### config.mk
export PLATFORM = sky130hd
export DESIGN_NAME = lcd_write_sequencer
export DESIGN_NICKNAME = d
export VERILOG_FILES = /design/src/rtl/lcd_write_sequencer.sv
export SDC_FILE = /design/constraint.sdc
export NUM_CORES = 1
export LEC_CHECK = 0
export BUFFER_PORTS_ARGS = -buffer_cell sky130_fd_sc_hd__clkbuf_2
export CAP_MARGIN = 20
export CORE_UTILIZATION = 30
export CTS_BUF_LIST = sky130_fd_sc_hd__clkbuf_4
export CTS_CLUSTER_DIAMETER = 30
export DETAILED_ROUTE_END_ITERATION = 16
export PLACE_DENSITY = 0.47
export SLEW_MARGIN = 0
export SYNTH_ARGS = -nofsm -noshare
export SYNTH_HDL_FRONTEND = slang
export SYNTH_SLANG_ARGS = --single-unit
### constraint.sdc
create_clock -name clk -period 6.6 [get_ports clk]
set_clock_uncertainty 0.15 [all_clocks]
set_input_delay 0.33 -clock clk [delete_from_list [all_inputs] [get_ports clk]]
set_output_delay 0.33 -clock clk [all_outputs]
set_load 0.03 [all_outputs]
### src/rtl/lcd_write_sequencer.sv
// lcd_write_sequencer: LCD power-up wait, fixed HD44780 8-bit init, then round-robin byte writes
//
// Ports:
//   clk, nRst                  clock (rising edge), asynchronous active-low reset
//   req0/rs0/data0             requester 0: request (held until ack0), register select, byte
//   req1/rs1/data1             requester 1: same as requester 0
//   ack0, ack1                 one-cycle pulse when that requester's write has completed
//   init_done                  sticky, set once the init sequence has been written
//   err                        sticky watchdog timeout flag
//   lcd_nCS/lcd_nWR/lcd_nRD    controller strobes (active-low; nRD is held high)
//   lcd_rs, lcd_data           register select and byte presented to the controller
//   lcd_rdy                    controller RDY: falls when a transaction starts, rises when done
//
// Optional build macro LCD_SEQ_TIMEOUT_EN enables the per-transaction watchdog of
// TIMEOUT_CYCLES; without it err is constant 0 and the RDY waits are unbounded.
module lcd_write_sequencer #(
    parameter int PWRUP_CYCLES   = 750000,
    parameter int CNT_W          = 20,
    parameter int TIMEOUT_CYCLES = 4096
) (
    input  logic       clk,
    input  logic       nRst,
    input  logic       req0,
    input  logic       req1,
    input  logic       rs0,
    input  logic       rs1,
    input  logic [7:0] data0,
    input  logic [7:0] data1,
    output logic       ack0,
    output logic       ack1,
    output logic       init_done,
    output logic       err,
    output logic       lcd_nCS,
    output logic       lcd_nWR,
    output logic       lcd_nRD,
    output logic       lcd_rs,
    output logic [7:0] lcd_data,
    input  logic       lcd_rdy
);
    typedef enum logic [2:0] {PWRUP, ISSUE, WAIT_LO, WAIT_HI, DONE, IDLE} state_t;

    localparam logic [CNT_W-1:0] PWR_LAST = CNT_W'(PWRUP_CYCLES - 1);

    state_t           state_q;
    logic [CNT_W-1:0] cnt_q;
    logic [1:0]       idx_q;
    logic             init_q;
    logic             done_q;
    logic             err_q;
    logic             prio_q;
    logic             gnt_q;
    logic             strobe_q;
    logic             ack0_q;
    logic             ack1_q;
    logic             rs_q;
    logic [7:0]       data_q;
    logic             pick1;
    logic             timeout;
    logic             finish;

    function automatic logic [7:0] rom(input logic [1:0] i);
        return i == 2'd0 ? 8'h38 : i == 2'd1 ? 8'h0C : i == 2'd2 ? 8'h01 : 8'h06;
    endfunction

    // prio_q names the requester that wins when both are pending
    assign pick1 = req1 && (!req0 || prio_q);

`ifdef LCD_SEQ_TIMEOUT_EN
    localparam logic [CNT_W-1:0] TO_LAST = CNT_W'(TIMEOUT_CYCLES - 1);

    // counter is 1 in the first wait cycle, so DONE lands TIMEOUT_CYCLES cycles after ISSUE
    assign timeout = (state_q == WAIT_LO || state_q == WAIT_HI) && cnt_q == TO_LAST;
`else
    logic unused_timeout_cfg;

    assign unused_timeout_cfg = ^TIMEOUT_CYCLES;
    assign timeout = 1'b0;
`endif

    // a transaction ends on RDY high in WAIT_HI, or on the watchdog
    assign finish = timeout || (state_q == WAIT_HI && lcd_rdy);

    always_ff @(posedge clk or negedge nRst) begin
        if (!nRst) begin
            state_q  <= PWRUP;
            cnt_q    <= '0;
            idx_q    <= 2'd0;
            init_q   <= 1'b0;
            done_q   <= 1'b0;
            err_q    <= 1'b0;
            prio_q   <= 1'b0;
            gnt_q    <= 1'b0;
            strobe_q <= 1'b0;
            ack0_q   <= 1'b0;
            ack1_q   <= 1'b0;
            rs_q     <= 1'b0;
            data_q   <= 8'h00;
        end else begin
            strobe_q <= 1'b0;
            ack0_q   <= 1'b0;
            ack1_q   <= 1'b0;
            if (finish) begin
                state_q <= DONE;
                ack0_q  <= !init_q && !gnt_q;
                ack1_q  <= !init_q && gnt_q;
                err_q   <= err_q || timeout;
            end else begin
                case (state_q)
                    PWRUP: begin
                        if (cnt_q == PWR_LAST) begin
                            state_q  <= ISSUE;
                            strobe_q <= 1'b1;
                            init_q   <= 1'b1;
                            idx_q    <= 2'd0;
                            rs_q     <= 1'b0;
                            data_q   <= rom(2'd0);
                        end else begin
                            cnt_q <= cnt_q + CNT_W'(1);
                        end
                    end
                    ISSUE: begin
                        state_q <= WAIT_LO;
                        cnt_q   <= CNT_W'(1);
                    end
                    WAIT_LO: begin
                        state_q <= lcd_rdy ? WAIT_LO : WAIT_HI;
                        cnt_q   <= cnt_q + CNT_W'(1);
                    end
                    WAIT_HI: begin
                        cnt_q <= cnt_q + CNT_W'(1);
                    end
                    DONE: begin
                        if (init_q && idx_q != 2'd3) begin
                            state_q  <= ISSUE;
                            strobe_q <= 1'b1;
                            idx_q    <= idx_q + 2'd1;
                            data_q   <= rom(idx_q + 2'd1);
                        end else begin
                            state_q <= IDLE;
                            done_q  <= done_q || init_q;
                            init_q  <= 1'b0;
                        end
                    end
                    IDLE: begin
                        if (done_q && (req0 || req1)) begin
                            state_q  <= ISSUE;
                            strobe_q <= 1'b1;
                            gnt_q    <= pick1;
                            prio_q   <= !pick1;
                            rs_q     <= pick1 ? rs1 : rs0;
                            data_q   <= pick1 ? data1 : data0;
                        end
                    end
                    default: state_q <= PWRUP;
                endcase
            end
        end
    end

    assign lcd_nCS   = !strobe_q;
    assign lcd_nWR   = !strobe_q;
    assign lcd_nRD   = 1'b1;
    assign lcd_rs    = rs_q;
    assign lcd_data  = data_q;
    assign ack0      = ack0_q;
    assign ack1      = ack1_q;
    assign init_done = done_q;
    assign err       = err_q;
endmodule

After elaboration in Yosys (flattened, before gate mapping)
Cells that the tools add are included.
{ "totals": {"ff_bits": 41} }
{ "op_classes": {"reduce_logical": 29, "bitwise": 2, "n_eq_ne": 17, "n_addsub": 2, "n_mux": 33} }
{ "op_table": {"columns": ["op", "n"], "rows": [
  ["case mux 20 bit (3 select lines)", 1],
  ["2-to-1 mux 8 bit", 4],
  ["case mux 8 bit (3 select lines)", 1],
  ["adder 20 x 1 -> 20 bit, second input constant", 1],
  ["equality test 20 bit, second input constant", 1],
  ["2-to-1 mux 20 bit", 1],
  ["case mux 3 bit (6 select lines)", 1],
  ["2-to-1 mux 3 bit", 5],
  ["!= test 2 bit, second input constant", 7],
  ["2-to-1 mux 1 bit", 12],
  ["AND reduction 3 bit", 4],
  ["AND reduction 4 bit", 3],
  ["equality test 3 x 2 -> 1 bit, second input constant", 2],
  ["equality test 3 bit, second input constant", 2],
  ["logical AND 1 bit", 6],
  ["2-to-1 mux 6 bit", 1],
  ["!= test 3 bit, second input constant", 2],
  ["nonzero test 3 bit", 2],
  ["zero test 1 bit", 5],
  ["AND reduction 5 bit", 1],
  ["2-to-1 mux 2 bit", 2],
  ["2-to-1 mux 4 bit", 1],
  ["case mux 1 bit (2 select lines)", 2],
  ["case mux 2 bit (2 select lines)", 1],
  ["11 further kinds", 15]
]} }

Longest topological paths before layout
Gate-level depths: netlist of run 1.
{ "depth": {"word_depth": 7, "mapped_depth": 8, "ltp_nobuf": 7} }

Worst setup path after synthesis of run 1
Ideal clock, no wire load.
{ "synth_path": {"path_type": "register to register", "startpoint": "register cnt_q[10]", "endpoint": "register data_q[3] (netlist: lcd_data[3])", "path_stages_with_launch": 8, "path_buffers": 1, "arrival_time_ns": 2.003, "path_slack_ns": 4.319, "setup_time_ns": 0.127, "t_required_ns": 6.323, "path_cell_list": "dfrtp_1 -> or4b_4 -> nor4_4 -> nand3_1 -> and2_1 -> buf_6 -> clkinv_2 -> mux2_1"} }
{ "synth_via": {"elab_chain_cells": 3} }
{ "synth_lines": {"columns": ["element", "line_no", "rtl"], "rows": [
  ["start: declaration", "45", "logic [CNT_W-1:0] cnt_q;"],
  ["start signal: assignment", "118", "cnt_q <= cnt_q + CNT_W'(1);"],
  ["start signal: assignment", "127", "cnt_q <= cnt_q + CNT_W'(1);"],
  ["start signal: assignment", "130", "cnt_q <= cnt_q + CNT_W'(1);"],
  ["equality test 20 bit", "110", "if (cnt_q == PWR_LAST) begin"],
  ["!= test 2 bit (no source line)", null, null],
  ["AND reduction 5 bit (no source line)", null, null],
  ["end signal: assignment", "116", "data_q <= rom(2'd0);"],
  ["end signal: assignment", "137", "data_q <= rom(idx_q + 2'd1);"],
  ["end signal: assignment", "151", "data_q <= pick1 ? data1 : data0;"],
  ["end: declaration", "56", "logic [7:0] data_q;"]
]} }
Every way passes these cells.
A chain may end at the register's enable or synchronous reset.

Final worst setup path of run 1
{ "layout_path": {"startpoint": "register cnt_q[10]", "endpoint": "register cnt_q[7]"} }
{ "layout_via": {"elab_chain_cells": 3} }
{ "layout_lines": {"columns": ["element", "line_no"], "rows": [
  ["equality test 20 bit", "110"],
  ["!= test 2 bit (no source line)", null],
  ["AND reduction 3 bit (no source line)", null]
]} }
Every way passes these cells.

==> results.yml, run 1 <==
clock_network:
  cts-hold-fix-buffers: 1
  clk-insertion-delay-late_ps: 350
  cts_tree: "done"
  cts_sinks: 41
  root_buffer: "clkbuf_4"
  clkTransAtPathRegs_ps: 130
  cts_resized: 0
  clock_path_buffers: 2
  htreeDepth: 2
  cts_made_buffers: 5
  cts_setup_buffers: 0
critical_path:
  start_kind: "register"
  crit_path_end_kind: "register"
  cp_num_buf_inv: 0
  critical-path-top-delay-family: "simple AND/OR/NAND/NOR gates"
  slowest_delay_ps: 630
  cp_data_arrival_time_ps: 2900
  r2r_start: "cnt_q[10]$_DFFE_PN0P_"
  path_cells: "or4b_4 -> nor4_4 -> a21bo_2 -> or2_1 -> o31ai_1"
  critPathSlowestCell: "or2_1"
  worstSetupPathType: "reg2reg"
  required_ps: 6660
  crit_path_start: "cnt_q[10]$_DFFE_PN0P_"
  cp_max_fo: 23
worst_hold_path:
  worstHoldPathType: "in2reg"
  worst_hold_startpoint: "lcd_rdy"
sta:
  period_share_pct: 43.0
  setup_tns_ps: 0
  rsz0062_at_grt: "false"
  max-slew-margin-rel_pct: 35.7
  finalMaxSlewViolations: 0
  fmax_mhz: 353
  worst_pin_slew_ps: 955
  fin_crit_ps: 2840
  setup_viol: 0
  hold_viol: 0
layout:
  fill_cells: 763
  diodes: 0
  multi_input_area_um2: 1140
  drive_gt1_share_pct: 19.2
  area_delta_synth_final_pct: 14.2
  layout.nets: 304
  fin_cells: 375
  final_common_cell: "dfrtp_1"
  register_area_um2: 1030
  final_core_util_pct: 35.7
  final_cell_mix: "dfrtp_1 (41), clkbuf_2 (36), o21ai_0 (26), nor2_1 (19)"
drt:
  routedWlPerCell_um: 13.9
  vias: 1867
  dr.pass1.iters: 4
  drc: 0
  avgViaCountPerCell: 4.98
  ant_nets: 0
  wl_um: 5200
  drt_iter0_drc: 53
grt:
  grt-ovfl-total: 0
  grt_pass1_wl_um: 8590
  grt_antenna_before_repair: 0
  first_global_vias: 1768
  grt_max_degree: 30
  grt.total_usage_pct: 14.2
yosys:
  synth_area_leaders: "dfrtp_1 (45%), o21ai_0 (5.9%), o31ai_1 (5.2%)"
  syn_area_per_cell_um2: 9.38
  synth-seq-cells: 41
  ys_warn_count: 0
  yosysUniqueCellTypes: 50
  syn_inst: 244
  syn-num-nets: 272
  synth_top_area_cell: "dfrtp_1"
  yosysSeqAreaShare_pct: 44.8
  syn_area_um2: 2290
  synth_top_area_share_pct: 44.8
pwr:
  p_per_area_nw_per_um2: 265
  peakVddDrop_mv: 0.132
  p_leak_nw: 1.11
place:
  io_buffers: 36
  dp_cells: 366
  place_congestion: 0.727
  dpl.hpwl_um: 3730
floorplanning:
  io_pins: 39
  row_count: 31
  fp.dieH_um: 89.4
  die_width_um: 89.4
  initial_core_util_pct: 31.2
  coreArea_um2: 7330
  die_area_um2: 7990
job:
  drv_cap: 0
run_status:
  status: "finished, final reports clean"
## registers in the layout, indices dropped and copies added (netlist names)
signal / count
cnt_q: 20
lcd_data: 8
state_q: 3
idx_q: 2
ack0: 1
ack1: 1
gnt_q: 1
init_done: 1
init_q: 1
lcd_rs: 1
prio_q: 1
strobe_q: 1
## cells by family after synthesis
kind of cell               count (synthesis)  share of synthesized area [%]
adders and majority gates                  5                           2.73
AOI/OAI and AO/OA                         77                           21.1
other                                      2                          0.328
DFF                                       41                           44.8
buffers and inverters                     23                           5.41
muxes                                     12                           5.46
and+or+nand+nor                           84                           20.1
## cell usage after synthesis (all sizes together)
| cell type | number |
|---|---|
| a211oi | 3 |
| a21bo | 1 |
| a21boi | 1 |
| a21o | 1 |
| a21oi | 10 |
| a31o | 1 |
| a31oi | 6 |
| a41o | 1 |
| a41oi | 2 |
| and2 | 4 |
| and3 | 1 |
| buf | 11 |
| clkbuf | 3 |
| clkinv | 1 |
| conb | 2 |
| dfrtp | 41 |
| ha | 5 |
| inv | 8 |
| mux2 | 4 |
| mux2i | 8 |
| nand2 | 15 |
| nand2b | 4 |
| nand3 | 16 |
| nand3b | 4 |
| nand4 | 4 |
| nand4b | 1 |
| nor2 | 19 |
| nor2b | 2 |
| nor3 | 4 |
| nor3b | 1 |
| nor4 | 4 |
| nor4b | 1 |
| o211ai | 1 |
| o21ai | 30 |
| o31a | 2 |
| o31ai | 16 |
| o41ai | 2 |
| or2 | 2 |
| or4b | 1 |
| or4bb | 1 |
## per-stage QoR
step	setup WS (ps)	total power, mW	hold WS, ps	area (µm²)
2_1_floorplan	4320	0.490	-116	2290
3_3_place_gp	3790	0.539	300	2500
3_5_place_dp	3740	0.540	115	2520
4_1_cts	3730	0.705	130	2610
5_1_grt	3500	0.747	125	2620
6_report	3760	0.693	144	2620
## layout make-up
class / instances / share of cell area (%)
repair buffers: 39 / 8.33
well taps: 99 / 4.74
inverters: 9 / 1.34
clock buffers: 5 / 1.44
multi-input cells: 180 / 43.6
clock inverters: 2 / 1.34
flip-flops and latches: 41 / 39.2
## power breakdown
part	switching, mW	total (mW)	internal [mW]
sequential	0.0488	0.326	0.278
combinational	0.137	0.206	0.0696
clock	0.0833	0.161	0.0772
total	0.269	0.693	0.424
## worst paths after layout
check / end / slack [ps] / depth (start not counted)
min in group asynchronous: lcd_data[7]$_DFFE_PN0P_ / 260 / 2
max in group asynchronous: cnt_q[4]$_DFFE_PN0P_ / 5540 / 3
min reg2reg: ack0$_DFF_PN0_ / 320 / 1
max: cnt_q[7]$_DFFE_PN0P_ / 3760 / 5
min: ack0$_DFF_PN0_ / 140 / 3
max reg2reg: cnt_q[7]$_DFFE_PN0P_ / 3760 / 5
## routing by layer
| metal | share of wire, % | track usage [%] | vias to the layer above |
|---|---|---|---|
| li1 | - | - | 953 |
| met1 | 50 | 19.2 | 866 |
| met2 | 45 | 23.0 | 44 |
| met3 | 4.0 | 2.77 | 4 |
| met4 | 1.1 | 4.33 | 0 |
| met5 | 0 | 0 | - |
## worst min-delay path: stages
cell      delay [ps]
clkbuf_2         100
nand4b_1         130
nor3_1            50
(Power assumes the default switching activity.)
==> run 2: changes to the inputs <==
==> constraint.sdc (replaced) <==
create_clock -name clk -period 2.8 [get_ports clk]
set_clock_uncertainty 0.15 [all_clocks]
set_input_delay 0.14 -clock clk [delete_from_list [all_inputs] [get_ports clk]]
set_output_delay 0.14 -clock clk [all_outputs]
set_load 0.03 [all_outputs]
==> run 2 against run 1 <==
- combinational power grew to 2.7 times the previous value
- clock power increased by 91%
- core utilization rose by 0.79 points
- routed wire length is 3.1% higher
- critical path type unchanged
- largest power group unchanged
==> results.yml, run 2 (synthesis gave the netlist of run 1 again) <==
run_status:
  status: "finished, final reports clean"
critical_path:
  critical-path-top-delay-family: "simple AND/OR/NAND/NOR gates"
  ff2ff_path_depth: 6
  cp-endpoint: "lcd_data[1]$_DFFE_PN0P_"
  cp_data_arrival_time_ps: 2540
  critPathSlowestCell: "or4b_4"
  cp_num_buf_inv: 1
  worst-path-stages: 6
  r2r_start: "cnt_q[10]$_DFFE_PN0P_"
  reg2reg_slack_ps: 350
  cp_max_fo: 7
  worstSetupPathType: "reg2reg"
  crit_path_start: "cnt_q[10]$_DFFE_PN0P_"
  required_ps: 2900
  r2r-end: "lcd_data[1]$_DFFE_PN0P_"
  crit_path_end_kind: "register"
  slowest_delay_ps: 570
  path_cells: "or4b_4 -> nor4_4 -> nand3_1 -> and2_1 -> clkinv_2 -> mux2_1"
  start_kind: "register"
place:
  dp_cells: 372
  io_buffers: 36
  place_congestion: 0.757
  dpl.hpwl_um: 3780
clock_network:
  clk-insertion-delay-late_ps: 350
  cts_sinks: 41
  cts_resized: 0
  clkTransAtPathRegs_ps: 130
  root_buffer: "clkbuf_4"
  clock_path_buffers: 2
  cts-hold-fix-buffers: 4
  htreeDepth: 2
  cts_tree: "done"
  cts_made_buffers: 5
  cts_setup_buffers: 0
layout:
  regMostFlops: "cnt_q"
  final_common_cell: "dfrtp_1"
  area_delta_synth_final_pct: 16.7
  drive_gt1_share_pct: 21.0
  final_cell_mix: "dfrtp_1 (41), clkbuf_2 (36), o21ai_0 (26), nor2_1 (19)"
  layout.nets: 313
  fill_cells: 778
  fin_cells: 385
  diodes: 0
  largest_reg_flops: 20
  final_core_util_pct: 36.5
floorplanning:
  io_pins: 39
  coreArea_um2: 7330
  fp.dieH_um: 89.4
  row_count: 31
  die_width_um: 89.4
  die_area_um2: 7990
  initial_core_util_pct: 31.2
grt:
  grt_pass1_wl_um: 9090
  grt.total_usage_pct: 15.0
  first_global_vias: 1885
  grt_max_degree: 42
  grt-ovfl-total: 0
  grt_antenna_before_repair: 0
worst_hold_path:
  worst_hold_startpoint: "data1[7]"
  worstHoldPathType: "in2reg"
  min_path_cells: 3
sta:
  period_share_pct: 87.4
  holdWs_ps: 8.61
  hold_viol: 0
  setup_viol: 0
  finalMaxSlewViolations: 0
  worst_pin_slew_ps: 705
  rsz0062_at_grt: "false"
  max-slew-margin-rel_pct: 52.8
  fin_crit_ps: 2450
  setup_tns_ps: 0
  fmax_mhz: 409
drt:
  ant_nets: 0
  drc: 0
  avgViaCountPerCell: 5.05
  drt_iter0_drc: 66
  wl_um: 5360
  routedWlPerCell_um: 13.9
  dr.pass1.iters: 4
  vias: 1944
pwr:
  p_total_mw: 1.61
  p_per_area_nw_per_um2: 602
  peakVddDrop_mv: 0.357
  p_leak_nw: 1.15
job:
  drv_cap: 0
## run 2: cell count changes in the layout (fill, tap and decap cells not counted), sizes merged
cell	before	now
bufinv	1	0
buf	2	8
dlygate4sd3	1	4
clkinv	2	3
clkbuf	41	42
## run 2: how the worst min path moves through the flow
stage,endpoint
2_1_floorplan,ack0$_DFF_PN0_
3_3_place_gp,lcd_rs$_DFFE_PN0P_
5_1_grt,lcd_data[7]$_DFFE_PN0P_
4_1_cts,prio_q$_DFFE_PN0P_
6_report,lcd_data[7]$_DFFE_PN0P_
3_5_place_dp,prio_q$_DFFE_PN0P_
## run 2: final cells by class
class                           count  area, µm²  share of cell area [%]
Sequential cell                    41       1030                    38.4
Timing Repair Buffer               48        293                    11.0
Inverter                            9       35.0                    1.31
Clock inverter                      2       10.0                   0.375
Multi-Input combinational cell    180       1140                    42.6
Clock buffer                        6       45.0                    1.69
Tap cell                           99        124                    4.63
## run 2: worst reg2reg max path, delay by kind of cell (launching register included)
family                 cells  cell delay [ps]
and+or+nand+nor            4             1310
DFF                        1              460
muxes                      1              310
buffers and inverters      1              110
## run 2: per-stage QoR
step | setup slack, ps | area, µm²
4_1_cts | 377 | 2650
2_1_floorplan | 519 | 2290
3_3_place_gp | 409 | 2560
3_5_place_dp | 375 | 2560
6_report | 353 | 2670
5_1_grt | 197 | 2670
## run 2: metal layers
layer / part of all wire (%) / GRT usage, % / up-vias
met5: 0 / 0 / -
met4: 1.2 / 5.63 / 0
met3: 4.6 / 2.86 / 4
met2: 45 / 25.3 / 52
met1: 49 / 19.1 / 916
li1: - / - / 972
## run 2: power by group
part           total [mW]  internal (mW)  leakage [nW]  switching [mW]
logic               0.550          0.202         0.588           0.347
registers           0.751          0.655         0.523          0.0965
clock network       0.308          0.106        0.0354           0.203
==> run 3: changes to the inputs <==
--- a/config.mk
+++ b/config.mk
@@ -12,6 +12,7 @@
 export CTS_CLUSTER_DIAMETER = 30
 export DETAILED_ROUTE_END_ITERATION = 16
 export PLACE_DENSITY = 0.47
+export RECOVER_POWER = 50
 export SLEW_MARGIN = 0
 export SYNTH_ARGS = -nofsm -noshare
 export SYNTH_HDL_FRONTEND = slang
==> run 3 against run 2 <==
- sequential power about the same
- combinational power about the same
- global-route usage unchanged
- routed wire length up 0.28%
- critical path type unchanged
- largest cell class unchanged
- largest power group unchanged
==> results.yml, run 3 (synthesis gave the netlist of run 1 again) <==
layout:
  layout.nets: 313
  final_common_cell: "dfrtp_1"
  area_delta_synth_final_pct: 16.1
  final_core_util_pct: 36.3
  diodes: 0
  regMostFlops: "cnt_q"
  largest_reg_flops: 20
  final_cell_mix: "dfrtp_1 (41), clkbuf_2 (31), o21ai_0 (26), nor2_1 (19)"
  drive_gt1_share_pct: 18.9
  fin_cells: 385
place:
  dpl.hpwl_um: 3780
  dp_cells: 372
  post-place-ws_ps: 375
  io_buffers: 36
  place_congestion: 0.757
critical_path:
  ff2ff_path_depth: 6
  crit_path_start: "cnt_q[10]$_DFFE_PN0P_"
  cp_data_arrival_time_ps: 2540
  reg2reg_slack_ps: 360
  cp_max_fo: 7
  cp-endpoint: "lcd_data[1]$_DFFE_PN0P_"
  r2r_start: "cnt_q[10]$_DFFE_PN0P_"
  start_kind: "register"
  crit_path_end_kind: "register"
  r2r-end: "lcd_data[1]$_DFFE_PN0P_"
  worstSetupPathType: "reg2reg"
  required_ps: 2900
clock_network:
  htreeDepth: 2
  cts_sinks: 41
  clkTransAtPathRegs_ps: 130
  root_buffer: "clkbuf_4"
  clk-insertion-delay-late_ps: 350
  cts_made_buffers: 5
  cts_resized: 0
  clock_path_buffers: 2
  cts_tree: "done"
run_status:
  status: "finished, final reports clean"
drt:
  wl_um: 5370
  vias: 1950
  routedWlPerCell_um: 14.0
  drc: 0
  drt_iter0_drc: 78
  avgViaCountPerCell: 5.06
  dr.pass1.iters: 4
  ant_nets: 0
sta:
  setup_viol: 0
  setup_ws_ps: 357
  max-slew-margin-rel_pct: 5.71
  finalMaxSlewViolations: 0
  holdWs_ps: 7.99
  setup_tns_ps: 0
  worst_pin_slew_ps: 1410
  fin_crit_ps: 2440
  period_share_pct: 87.2
  rsz0062_at_grt: "false"
  fmax_mhz: 409
  hold_viol: 0
grt:
  grt.total_usage_pct: 15.0
  first_global_vias: 1885
  grt_max_degree: 42
  grt_antenna_before_repair: 0
  grt-ovfl-total: 0
  grt_pass1_wl_um: 9090
floorplanning:
  io_pins: 39
  initial_core_util_pct: 31.2
  coreArea_um2: 7330
  fp.dieH_um: 89.4
  die_width_um: 89.4
  row_count: 31
  die_area_um2: 7990
pwr:
  peakVddDrop_mv: 0.359
  power_frac_comb_pct: 34.1
  p_int_uw: 960
  switching_share_pct: 40.3
  p_per_area_nw_per_um2: 605
  p_leak_nw: 1.13
  pwr-share-seq_pct: 46.7
  power_frac_clock_pct: 19.2
  p_sw_uw: 648
worst_hold_path:
  worstHoldPathType: "in2reg"
job:
  drv_cap: 0
-- run 3: through the flow --
| step | instance area, µm² | total power, mW |
|---|---|---|
| 2_1_floorplan | 2290 | 1.16 |
| 3_3_place_gp | 2560 | 1.30 |
| 3_5_place_dp | 2560 | 1.31 |
| 4_1_cts | 2650 | 1.63 |
| 5_1_grt | 2660 | 1.75 |
| 6_report | 2660 | 1.61 |
-- run 3: worst max-delay path, cell delays in order, from the launching register on --
cell and delay, ps:
dfrtp_1 460, or4b_4 570, nor4_4 330, nand3_1 150, and2_1 260, clkinv_2 110
mux2_1 310
-- run 3: worst min path at each step --
| stage | startpoint | to | slack (ps) | depth (start not counted) |
|---|---|---|---|---|
| 2_1_floorplan | nRst | ack0$_DFF_PN0_ | -310 | 0 |
| 3_3_place_gp | nRst | lcd_rs$_DFFE_PN0P_ | 240 | 1 |
| 3_5_place_dp | nRst | prio_q$_DFFE_PN0P_ | 260 | 1 |
| 4_1_cts | req1 | prio_q$_DFFE_PN0P_ | 2 | 4 |
| 5_1_grt | data1[7] | lcd_data[7]$_DFFE_PN0P_ | 6 | 3 |
| 6_report | data1[7] | lcd_data[7]$_DFFE_PN0P_ | 8 | 3 |
-- run 3: area by class of cell --
cell class	instances	area, µm²
multi-input cells	180	1140
clock buffers	6	45.0
well taps	99	124
fillers	782	4670
clock inverters	2	10.0
repair buffers	48	279
inverters	9	35.0
flip-flops and latches	41	1030
-- run 3: routing by layer --
metal	part of all wire, %	up-vias	wire length [µm]	GRT usage (%)
met5	0	-	0	0
met4	1.2	0	63	5.63
met3	4.5	4	243	2.86
met2	45	47	2430	25.3
met1	49	926	2630	19.1
li1	-	973	-	-
-- run 3: power groups by stage --
stage	logic, mW	clock network (mW)	registers (mW)
after global placement	0.541	0	0.762
after floorplan	0.420	0	0.736
final	0.548	0.309	0.752
after global routing	0.631	0.347	0.770
after detailed placement	0.547	0	0.765
after CTS	0.553	0.327	0.753
-- run 3: timing repair --
item                      CTS  global route
buffers inserted            0             0
hold endpoints to repair   47             0
hold buffers                4             0
